### src/rtl/dmem_sram_bridge.sv
// M-stage data bridge: turns a CPU load/store into one SRAM-like req/addr_ok/data_ok transaction.
// Optional kseg0/kseg1 bus address folding is enabled by defining DMEM_ADDR_MAP_EN.
module dmem_sram_bridge #(
  parameter int ADDR_W = 32,
  parameter int DATA_W = 32
) (
  input  logic                clk,
  input  logic                rst,
  input  logic                cpu_en,
  input  logic [DATA_W/8-1:0] cpu_wen,
  input  logic [1:0]          cpu_size,
  input  logic [ADDR_W-1:0]   cpu_addr,
  input  logic [DATA_W-1:0]   cpu_wdata,
  input  logic                pipe_stall,
  output logic [DATA_W-1:0]   cpu_rdata,
  output logic                cpu_stall,
  output logic                bus_req,
  output logic                bus_wr,
  output logic [1:0]          bus_size,
  output logic [ADDR_W-1:0]   bus_addr,
  output logic [DATA_W/8-1:0] bus_wstrb,
  output logic [DATA_W-1:0]   bus_wdata,
  input  logic                bus_addr_ok,
  input  logic                bus_data_ok,
  input  logic [DATA_W-1:0]   bus_rdata,
  output logic [1:0]          dbg_state
);

  localparam logic [1:0] IDLE = 2'd0;
  localparam logic [1:0] REQ  = 2'd1;
  localparam logic [1:0] WAIT = 2'd2;
  localparam logic [1:0] HOLD = 2'd3;

  // Handshake: a request is accepted on a cycle with bus_req && bus_addr_ok;
  // the accepted transaction finishes on the first later-or-same cycle with bus_data_ok.
  logic [1:0]          state_q, state_d;
  logic [DATA_W-1:0]   rdata_q;
  logic [ADDR_W-1:0]   addr_q;
  logic                wr_q;
  logic [1:0]          size_q;
  logic [DATA_W/8-1:0] wstrb_q;
  logic [DATA_W-1:0]   wdata_q;

  logic issue, done, is_wr;
  logic [ADDR_W-1:0]   src_addr;
  logic [DATA_W/8-1:0] src_wstrb;
  logic [DATA_W-1:0]   src_wdata;
  logic [1:0]          src_size;

  function automatic logic [ADDR_W-1:0] map_addr(input logic [ADDR_W-1:0] a);
`ifdef DMEM_ADDR_MAP_EN
    if (a[ADDR_W-1 -: 2] == 2'b10) map_addr = {3'b000, a[ADDR_W-4:0]};
    else                           map_addr = a;
`else
    map_addr = a;
`endif
  endfunction

  always_comb begin
    issue   = 1'b0;
    done    = 1'b0;
    is_wr   = wr_q;
    state_d = state_q;
    case (state_q)
      IDLE: begin
        is_wr = |cpu_wen;
        if (cpu_en) begin
          issue = 1'b1;
          if (bus_addr_ok && bus_data_ok) done = 1'b1;
          else if (bus_addr_ok)           state_d = WAIT;
          else                            state_d = REQ;
        end
      end
      REQ: begin
        // A flush before acceptance withdraws the request; nothing is outstanding yet.
        if (!cpu_en) state_d = IDLE;
        else begin
          issue = 1'b1;
          if (bus_addr_ok && bus_data_ok) done = 1'b1;
          else if (bus_addr_ok)           state_d = WAIT;
        end
      end
      WAIT: if (bus_data_ok) done = 1'b1;
      HOLD: if (!pipe_stall) state_d = IDLE;
      default: state_d = IDLE;
    endcase
    if (rst) begin
      issue = 1'b0;
      done  = 1'b0;
    end
    if (done) state_d = pipe_stall ? HOLD : IDLE;
  end

  always_comb begin
    src_addr  = (state_q == IDLE) ? cpu_addr  : addr_q;
    src_wstrb = (state_q == IDLE) ? cpu_wen   : wstrb_q;
    src_wdata = (state_q == IDLE) ? cpu_wdata : wdata_q;
    src_size  = (state_q == IDLE) ? cpu_size  : size_q;
  end

  assign bus_req   = issue;
  assign bus_wr    = issue & is_wr;
  assign bus_size  = issue ? src_size : 2'b00;
  assign bus_addr  = issue ? map_addr(src_addr) : '0;
  assign bus_wstrb = issue ? src_wstrb : '0;
  assign bus_wdata = issue ? src_wdata : '0;
  assign cpu_stall = (issue || (state_q == WAIT && !rst)) && !done;
  assign cpu_rdata = (done && !is_wr) ? bus_rdata : rdata_q;
  assign dbg_state = state_q;

  always_ff @(posedge clk or posedge rst) begin
    if (rst) begin
      state_q <= IDLE;
      rdata_q <= '0;
      addr_q  <= '0;
      wr_q    <= 1'b0;
      size_q  <= 2'b00;
      wstrb_q <= '0;
      wdata_q <= '0;
    end else begin
      state_q <= state_d;
      if (done && !is_wr) rdata_q <= bus_rdata;
      if (state_q == IDLE && cpu_en) begin
        addr_q  <= cpu_addr;
        wr_q    <= |cpu_wen;
        size_q  <= cpu_size;
        wstrb_q <= cpu_wen;
        wdata_q <= cpu_wdata;
      end
    end
  end

endmodule
### config.mk
export PLATFORM = sky130hd
export DESIGN_NAME = dmem_sram_bridge
export DESIGN_NICKNAME = d
export VERILOG_FILES = /design/src/rtl/dmem_sram_bridge.sv
export SDC_FILE = /design/constraint.sdc
export NUM_CORES = 1
export LEC_CHECK = 0
export ABC_AREA = 1
export BUFFER_PORTS_ARGS = -buffer_cell sky130_fd_sc_hd__buf_2
export CORE_ASPECT_RATIO = 0.75
export CORE_MARGIN = 2
export CORE_UTILIZATION = 50
export CTS_BUF_LIST = sky130_fd_sc_hd__clkbuf_4 sky130_fd_sc_hd__clkbuf_8
export DETAILED_ROUTE_END_ITERATION = 6
export MAX_ROUTING_LAYER = met4
export PLACE_DENSITY = 0.91
export SYNTH_ARGS = -nofsm -noshare
export SYNTH_HDL_FRONTEND = slang
export SYNTH_SLANG_ARGS = --single-unit
### constraint.sdc
create_clock -name clk -period 6.15 [get_ports clk]
set_clock_uncertainty 0.2 [all_clocks]
set_input_delay 1.23 -clock clk [delete_from_list [all_inputs] [get_ports clk]]
set_output_delay 1.23 -clock clk [all_outputs]
set_load 0.02 [all_outputs]
==> reports/results.txt <==
status - finished, final reports clean
worst vdd ir - 256 uV
post-CTS resize count - 0
post-synth cell types - 22
Total GRT Usage - 23.6%
Hold WS - 0.272 ns
Sw Ratio - 43.8%
Mapped Area - 5130 um^2
die area - 11,100 um^2
worst-path fanout max - 108
Rows - 31
Syn Inst Count - 649
Setup-failing EPs final - 0
worst skew pair latency - 0.36 ns
DRC - 0
Final period util - 71.4%
post-CTS setup repair buffer count - 0
first-pass GRT wire length - 20,300 um
number of flops mapped to enable cells by yosys - 0
vias in the first global route - 4,299
CP endpoint kind - output pin
Syn-to-layout area delta - 23.7%
Hold Buf Count CTS - 0
pwr dens - 435 nW/um^2
syn nets - 757
Routed Antenna Nets - 0
Final HPWL DP - 8760 um
clock root buffer - clkbuf_8
Fmax - 228 MHz
drt total wl - 12,500 um
P_int - 1.55 mW
Worst-Margin Slew - 0.995 ns
layout cells sized above 1 - 29.5%
worst slack, placed - 1.79 ns
wire per inst - 12.9 um
sequential cell area - 2630 um^2
vias post-DR - 4,818
largest cells by area after synthesis - dfrtp_1 (51%), o21ai_0 (12%), nand2_1 (11%)
drt first-iter violations - 280
WP data arrival - 2.96 ns
drt via density - 4.97
I/O Buffers - 214
post-route worst setup slack - 1.76 ns
Top FF cell, synth - dfrtp_1
sequential power share - 41.4%
maxcap violations - 0
post-route insts no fill - 970
most instantiated library cell after synthesis - nand2_1
Syn. warnings - 0
total power - 2.76 mW
Clock power frac - 15.3%
H-tree depth - 3
clk buf depth - 2
die width - 121 um
Final Max Tran Viols - 0
CTS tree - yes
Top Ports - 215
FF+latch count, synth - 105
Slew HR - 33.6%
Gate power share - 43.4%
Seq/Total Area, Yosys - 51.2%
syn_area_per_cell - 7.90 um^2
WS Path Type - flop to output pin
GPL Wtd Cong - 0.856
core footprint - 9810 um^2
Final Net Count - 941
initial antenna violation count - 1
fillers - 836
Psw - 1.21 mW
Clock transition at path regs - 0.09 ns
Initial Util - 52.3%
final hold vios - 0
Die H - 91.7 um
Setup TNS Final - 0 ns
Multi-input gate area - 1930 um^2
Async SR Flop Fraction - 100%
Cells after DPL - 954
Leakage - 3.68 nW
grt total ovfl - 0
largest net degree at the start of global routing - 109
crit path time final - 4.39 ns
post-synth top area cell - dfrtp_1
Clock Sinks - 105
CTS Buf Count - 9
Yosys top cell area share - 51.2%
1st-pass router iterations - 5
unrepaired setup endpoints after global routing - no
startpoint type of the worst setup path - flop
commonest cells in the netlist - nand2_1 (154), o21ai_0 (128), dfrtp_1 (105)
worst min path class - flop to flop
Crit path required time - 4.72 ns
flip-flops by register name, summed over array words and instances, names as in the netlist:
name,count
addr_q,32
dbg_state,2
rdata_q,32
size_q,2
wdata_q,32
wr_q,1
wstrb_q,4
per-layer routing:
metal / GRT usage, % / vias up / wire (um) / share of wire (%)
met1: 31.0 / 2166 / 5570 / 45
met4: 7.07 / 0 / 174 / 1.4
met2: 36.8 / 162 / 5920 / 47
met3: 5.35 / 17 / 811 / 6.5
met5: - / - / 0 / 0
li1: - / 2473 / - / -
critical path, cell delays in order (launching register included):
cell and delay [ns]:
dfrtp_1 0.53, nor2_4 0.61, buf_4 0.79, o21ai_0 0.23
a21oi_1 0.17, buf_2 0.19
power groups by stage:
stage	sequential (mW)	clock [mW]	combinational, mW
detailed placement	1.15	0	1.21
global placement	1.14	0	1.17
floorplan	1.11	0	0.916
CTS	1.14	0.438	1.21
finish	1.14	0.422	1.20
global route	1.18	0.468	1.35
placed cells by master (no fill, tap or decap):
cell        instances
inv_1              76
clkbuf_4            1
o21ai_0           128
buf_2             214
buf_4               6
inv_2               2
nor2_2              1
nand2_2             1
nand3_1            37
a41oi_1             1
nor2_1              3
bufinv_16           1
o21ai_1            12
clkinv_4            1
clkinvlp_4          2
nand2_1           154
nor3_1              1
dfrtp_1           105
diode_2             1
nor2_4              3
o21ai_2             1
clkinv_2            1
clkbuf_8           10
nand2_4             2
nand4_1             1
inv_4               1
a21oi_1            72
area by class of cell:
class	count	area share, %
timing repair buffer	220	17.6
sequential	105	41.4
tap	132	2.60
clock buffer	11	2.29
multi-input combinational	417	30.5
inverter	80	4.79
antenna	1	0.0394
clock inverter	4	0.848
kinds of logic (layout without fill, tap and decap cells):
family	Yosys count	after routing	share of synthesized area (%)
other cells	0	1	0
compound gates	214	214	21.0
flops	105	105	51.2
simple gates	203	203	16.7
buf+inv	127	315	11.1
worst paths after layout:
kind / start / end / slack, ns / cells past startpoint
max: dbg_state[0] / bus_wdata[4] / 1.76 / 5
min: rdata_q[23] / rdata_q[23] / 0.27 / 2
max reg2reg: dbg_state[1] / wdata_q[23] / 3.40 / 6
min reg2reg: rdata_q[23] / rdata_q[23] / 0.27 / 2
max in group asynchronous: rst / wdata_q[24] / 3.76 / 4
min in group asynchronous: rst / rdata_q[22] / 0.90 / 3
stage by stage:
stage / instance area, um^2 / utilization (%)
after floorplan: 5130 / -
after global placement: 6150 / 62.6
after detailed placement: 6150 / 62.6
after CTS: 6340 / 64.7
after global routing: 6350 / 64.7
final: 6350 / 64.7
Note: power is estimated with default switching activity, not from simulation.
